===== src/rtl/systolic_feeder.sv =====
// Operand skew feeder: buffers whole vectors per lane and issues lane k
// strictly behind lane k-1, forming the diagonal wavefront for the MAC array.
module systolic_feeder_lane #(
   parameter int width_p = 32,
   parameter int depth_p = 8
) (
   input  logic                      clk_i,
   input  logic                      reset_n_i,
   input  logic                      push_i,
   input  logic                      pop_i,
   input  logic [width_p-1:0]        data_i,
   output logic [$clog2(depth_p):0]  occ_o,
   output logic [width_p-1:0]        data_o
);
   localparam int PTR_W = $clog2(depth_p);
   localparam int OCC_W = PTR_W + 1;

   logic [PTR_W-1:0]                wr_ptr_q, wr_ptr_d;
   logic [PTR_W-1:0]                rd_ptr_q, rd_ptr_d;
   logic [OCC_W-1:0]                occ_q, occ_d;
   logic [depth_p-1:0][width_p-1:0] mem_q, mem_d;

   always_comb begin
      wr_ptr_d = wr_ptr_q;
      rd_ptr_d = rd_ptr_q;
      occ_d    = occ_q;
      mem_d    = mem_q;
      if (push_i) begin
         mem_d[wr_ptr_q] = data_i;
         wr_ptr_d        = wr_ptr_q + PTR_W'(1);
      end
      if (pop_i) rd_ptr_d = rd_ptr_q + PTR_W'(1);
      case ({push_i, pop_i})
         2'b10:   occ_d = occ_q + OCC_W'(1);
         2'b01:   occ_d = occ_q - OCC_W'(1);
         default: occ_d = occ_q;
      endcase
   end

   // Storage is cleared too so the read port never exposes unwritten slots.
   always_ff @(posedge clk_i) begin
      if (!reset_n_i) begin
         wr_ptr_q <= '0;
         rd_ptr_q <= '0;
         occ_q    <= '0;
         mem_q    <= '0;
      end else begin
         wr_ptr_q <= wr_ptr_d;
         rd_ptr_q <= rd_ptr_d;
         occ_q    <= occ_d;
         mem_q    <= mem_d;
      end
   end

   assign occ_o  = occ_q;
   assign data_o = mem_q[rd_ptr_q];
endmodule

module systolic_feeder #(
   parameter int width_p = 32,
   parameter int lanes_p = 4,
   parameter int depth_p = 8
) (
   input  logic                       clk_i,
   input  logic                       reset_n_i,
   input  logic                       en_i,
   input  logic                       vec_valid_i,
   output logic                       vec_ready_o,
   input  logic [lanes_p*width_p-1:0] vec_i,
   output logic [lanes_p-1:0]         lane_valid_o,
   input  logic [lanes_p-1:0]         lane_ready_i,
   output logic [lanes_p*width_p-1:0] lane_data_o,
   output logic                       idle_o
);
   localparam int OCC_W = $clog2(depth_p) + 1;

   logic [lanes_p-1:0][OCC_W-1:0] occ;
   logic [lanes_p-1:0]            pop;
   logic                          push;

   // The last lane is always the fullest, so it alone gates acceptance and idle.
   assign vec_ready_o = en_i & (occ[lanes_p-1] != OCC_W'(depth_p));
   assign idle_o      = (occ[lanes_p-1] == '0);
   assign push        = vec_valid_i & vec_ready_o;
   assign pop         = lane_valid_o & lane_ready_i;

   always_comb begin
      lane_valid_o    = '0;
      lane_valid_o[0] = en_i & (occ[0] != '0);
      for (int k = 1; k < lanes_p; k++)
         lane_valid_o[k] = en_i & (occ[k] > occ[k-1]);
   end

   for (genvar k = 0; k < lanes_p; k++) begin : g_lane
      systolic_feeder_lane #(
         .width_p (width_p),
         .depth_p (depth_p)
      ) u_lane (
         .clk_i     (clk_i),
         .reset_n_i (reset_n_i),
         .push_i    (push),
         .pop_i     (pop[k]),
         .data_i    (vec_i[k*width_p +: width_p]),
         .occ_o     (occ[k]),
         .data_o    (lane_data_o[k*width_p +: width_p])
      );
   end
endmodule


===== config.mk =====
export PLATFORM = sky130hd
export DESIGN_NAME = systolic_feeder
export DESIGN_NICKNAME = d
export VERILOG_FILES = /design/src/rtl/systolic_feeder.sv
export SDC_FILE = /design/constraint.sdc
export NUM_CORES = 2
export LEC_CHECK = 0
export ABC_AREA = 1
export CORE_MARGIN = 2
export CORE_UTILIZATION = 58
export CTS_CLUSTER_SIZE = 28
export DETAILED_ROUTE_END_ITERATION = 6
export GPL_ROUTABILITY_DRIVEN = 0
export GPL_TIMING_DRIVEN = 1
export PLACE_DENSITY_LB_ADDON = 0.08
export SLEW_MARGIN = 40
export SYNTH_ARGS = -nofsm -noshare
export SYNTH_HDL_FRONTEND = slang
export SYNTH_SLANG_ARGS = --single-unit

===== constraint.sdc =====
create_clock -name clk_i -period 6.94 [get_ports clk_i]
set_input_delay 2.082 -clock clk_i [delete_from_list [all_inputs] [get_ports clk_i]]
set_output_delay 2.082 -clock clk_i [all_outputs]
set_load 0.02 [all_outputs]

==> impl_metrics.sql <==
INSERT INTO impl_metrics (metric_group, metric, value, unit) VALUES
('detailed_routing', 'avgRoutedWirePerCell', '17.2', 'um'),
('worst_setup_path', 'start_kind', 'input port', ''),
('floorplan', 'dieArea', '93200', 'um^2'),
('timing', 'fin_crit_sh', '89.3', '%'),
('global_route', 'first_global_vias', '49821', ''),
('timing', 'period_needed', '6200', 'ps'),
('worst_setup_path', 'criticalPathCategory', 'input port to primary output', ''),
('timing', 'hold_ws', '460', 'ps'),
('worst_setup_path', 'timing.critical_path.to_type', 'primary output', ''),
('floorplan', 'start_util', '58.5', '%'),
('clock_tree', 'tritoncts_num_sinks', '1064', ''),
('global_route', 'number_of_antenna_violations_at_the_first_check_in_global_routing', '3', ''),
('detailed_routing', 'wirelength', '162000', 'um'),
('clock_tree', 'clock_tree.htree_level_count', '3', ''),
('global_route', 'groute.usage.overall', '33.6', '%'),
('detailed_routing', 'post_drt_via_cell_ratio', '5.72', ''),
('synth', 'post_synth_inst_count', '8334', ''),
('cells_and_area', 'finish.instance_area', '59100', 'um^2'),
('clock_tree', 'holdBufCountCts', '0', ''),
('timing', 'fin_worst_skew', '16.8', 'ps'),
('cells_and_area', 'fin_nets', '8322', ''),
('detailed_routing', 'detailedRoute.firstPassIterationCount', '6', ''),
('floorplan', 'core_area', '90000', 'um^2'),
('place', 'post_detailed_placement_cell_area', '55300', 'um^2'),
('run_status', 'run_status', 'complete, no violations', ''),
('global_route', 'gr_ovfl_total', '0', ''),
('synth', 'postSynthNetCount', '8506', ''),
('timing', 'fin_setup_tns', '0', 'ps'),
('synth', 'seq_area_frac_synth', '40.5', '%'),
('global_route', 'grt_pass1_wl', '262000', 'um'),
('timing', 'rsz_0062_raised_after_global_routing', 'false', ''),
('synth', 'yosysUniqueCellTypes', '24', ''),
('power', 'max-vdd-ir-drop', '272', 'uV'),
('global_route', 'grt_start_max_net_pins', '203', ''),
('power', 'power.density_cell_area', '302', 'nW/um^2'),
('floorplan', 'core.rowCount', '110', ''),
('clock_tree', 'tritoncts_buffer_count', '113', ''),
('clock_tree', 'tritoncts', 'done', ''),
('clock_tree', 'post_cts_resize_count', '0', ''),
('timing', 'maxClockFrequency', '0.161', 'GHz'),
('timing', 'report.final.hold_viol_count', '0', ''),
('worst_setup_path', 'cp_data_arrival_time', '4120', 'ps'),
('synth', 'yosys_register_bits', '1064', ''),
('worst_setup_path', 'critical_path.cell_chain', 'clkdlybuf4s50_1, inv_1, nor2_1, nand2_1, inv_1, clkdlybuf4s50_1', ''),
('detailed_routing', 'detail-route-antenna-nets', '0', ''),
('synth', 'post_synth.cell_area_avg', '6.31', 'um^2'),
('detailed_routing', 'drt_iter0_drc', '5639', ''),
('worst_setup_path', 'worst_ep_required_time', '4860', 'ps'),
('worst_setup_path', 'critical_path_peak_fanout', '6', ''),
('detailed_routing', 'vias', '53845', ''),
('clock_tree', 'clock-root-buffer', 'clkbuf_16', ''),
('timing', 'slew_viol_final', '0', ''),
('floorplan', 'floorplan.io_pins', '270', ''),
('cells_and_area', 'layout_cell_share_with_drive_strength_beyond_1', '4.36', '%'),
('floorplan', 'dieHeight', '305', 'um'),
('clock_tree', 'post_cts_buffers', '0', ''),
('synth', 'mappedNetlistArea', '52600', 'um^2'),
('synth', 'number_of_warnings_reported_in_the_yosys_synthesis_log', '0', ''),
('clock_tree', 'ctsLongestPathBuffers', '3', ''),
('place', 'place.port_buffers', '269', ''),
('place', 'detailedPlacementHpwl', '85600', 'um'),
('worst_setup_path', 'cp_slowest_stage_delay', '600', 'ps'),
('clock_tree', 'clk_latency', '700', 'ps'),
('floorplan', 'horizontal_die_dimension', '305', 'um'),
('power', 'fin_total_pwr', '17.8', 'mW'),
('cells_and_area', 'fill_cells', '8291', ''),
('hold_path', 'path_class_of_the_lowest_slack_min_delay_path', 'flip-flop to flip-flop', ''),
('timing', 'report.final.setup_viol', '0', ''),
('worst_setup_path', 'critPathSlowestCell', 'clkdlybuf4s50_1', ''),
('timing', 'relSlewSlack', '35.7', '%'),
('detailed_routing', 'detail_route.drc_violations', '0', ''),
('clock_tree', 'worst_setup_hold_path_clk_slew', '60', 'ps'),
('cells_and_area', 'layout-area-overhead-vs-synth', '12.3', '%'),
('timing', 'timing_worst_slew_pin_value', '964', 'ps'),
('flow_run', 'drv.max_cap_violation_count', '0', ''),
('power', 'cellLeakagePower', '26.5', 'nW');
## worst paths after layout
kind	start	to	slack (ps)	depth (start not counted)
max	en_i	lane_valid_o[2]	740	6
min	g_lane[3].u_lane.mem_q[161]$_SDFFE_PN0P_	g_lane[3].u_lane.mem_q[161]$_SDFFE_PN0P_	460	2
max reg2reg	g_lane[3].u_lane.occ_o[1]$_SDFFE_PN0P_	g_lane[3].u_lane.occ_o[3]$_SDFFE_PN0P_	3170	15
min reg2reg	g_lane[3].u_lane.mem_q[161]$_SDFFE_PN0P_	g_lane[3].u_lane.mem_q[161]$_SDFFE_PN0P_	460	2
## registers in the layout, indices dropped and copies added (netlist names)
signal                  count
g_lane.u_lane.mem_q      1024
g_lane.u_lane.occ_o        16
g_lane.u_lane.rd_ptr_q     12
g_lane.u_lane.wr_ptr_q     12
## worst max-delay path: cells and delay by family
kind / cells / cell delay, ps
buffers and inverters: 4 / 1390
AND/OR/NAND/NOR: 2 / 640
## cell usage after synthesis, drive strengths merged
| cell type | n | share of area [%] |
|---|---|---|
| nand4 | 777 | 9.2 |
| nand2 | 1766 | 13 |
| o22ai | 128 | 1.5 |
| xnor2 | 8 | 0.13 |
| nor4 | 1 | 0.012 |
| nor2 | 2512 | 18 |
| fa | 4 | 0.15 |
| dfxtp | 1064 | 40 |
| clkinv | 7 | 0.050 |
| clkbuf | 410 | 2.9 |
| o21ai | 654 | 6.2 |
| xor2 | 9 | 0.15 |
| a21oi | 162 | 1.6 |
| inv | 494 | 3.5 |
| ha | 32 | 0.76 |
| nand3 | 36 | 0.38 |
| buf | 270 | 2.3 |
## power breakdown
| group | internal [mW] | switching [mW] |
|---|---|---|
| Combinational | 1.76 | 3.48 |
| Clock | 3.57 | 2.58 |
| Sequential | 6.28 | 0.150 |
## cell usage in the layout (no fill, tap or decap), types with 118 or more instances in the layout
master,synthesis,routed
a21oi_1,161,161
clkbuf_16,0,118
clkdlybuf4s50_1,0,267
dfxtp_1,1064,1060
inv_1,492,490
nand2_1,1765,1765
nand4_1,777,777
nor2_1,2496,2464
o21ai_0,654,654
o22ai_1,128,128
## routing by layer
layer,wire length (um),track usage (%),up-vias
met5,13,0,-
met4,5360,13.7,2
met3,12900,4.58,343
met2,75700,55.3,2199
met1,67900,44.4,24928
li1,-,-,26373
## cell families after synthesis
group | Yosys count | synth area share [%]
buf+inv | 1181 | 8.81
simple gates | 5092 | 40.2
fa+ha+maj | 36 | 0.913
compound gates | 944 | 9.30
xor+xnor | 17 | 0.283
flops | 1064 | 40.5
## metrics by stage
stage | util (%) | instances | worst slack (ps)
finish | 65.7 | 9420 | 739
global route | 65.7 | 9420 | 570
CTS | 65.6 | 9415 | 730
detailed placement | 61.4 | 9208 | 732
global placement | 61.3 | 9205 | 778
floorplan | - | 8334 | 1930
## layout make-up
class | instances | area (um^2) | share of cell area, %
multi-input combinational | 6089 | 26800 | 45.4
sequential | 1064 | 21300 | 36.1
timing repair buffer | 381 | 3870 | 6.55
clock buffer | 174 | 3390 | 5.74
inverter | 501 | 1900 | 3.21
tap | 1176 | 1470 | 2.49
clock inverter | 33 | 338 | 0.572
antenna | 2 | 5.00 | 0.00847
(Power assumes the default switching activity.)
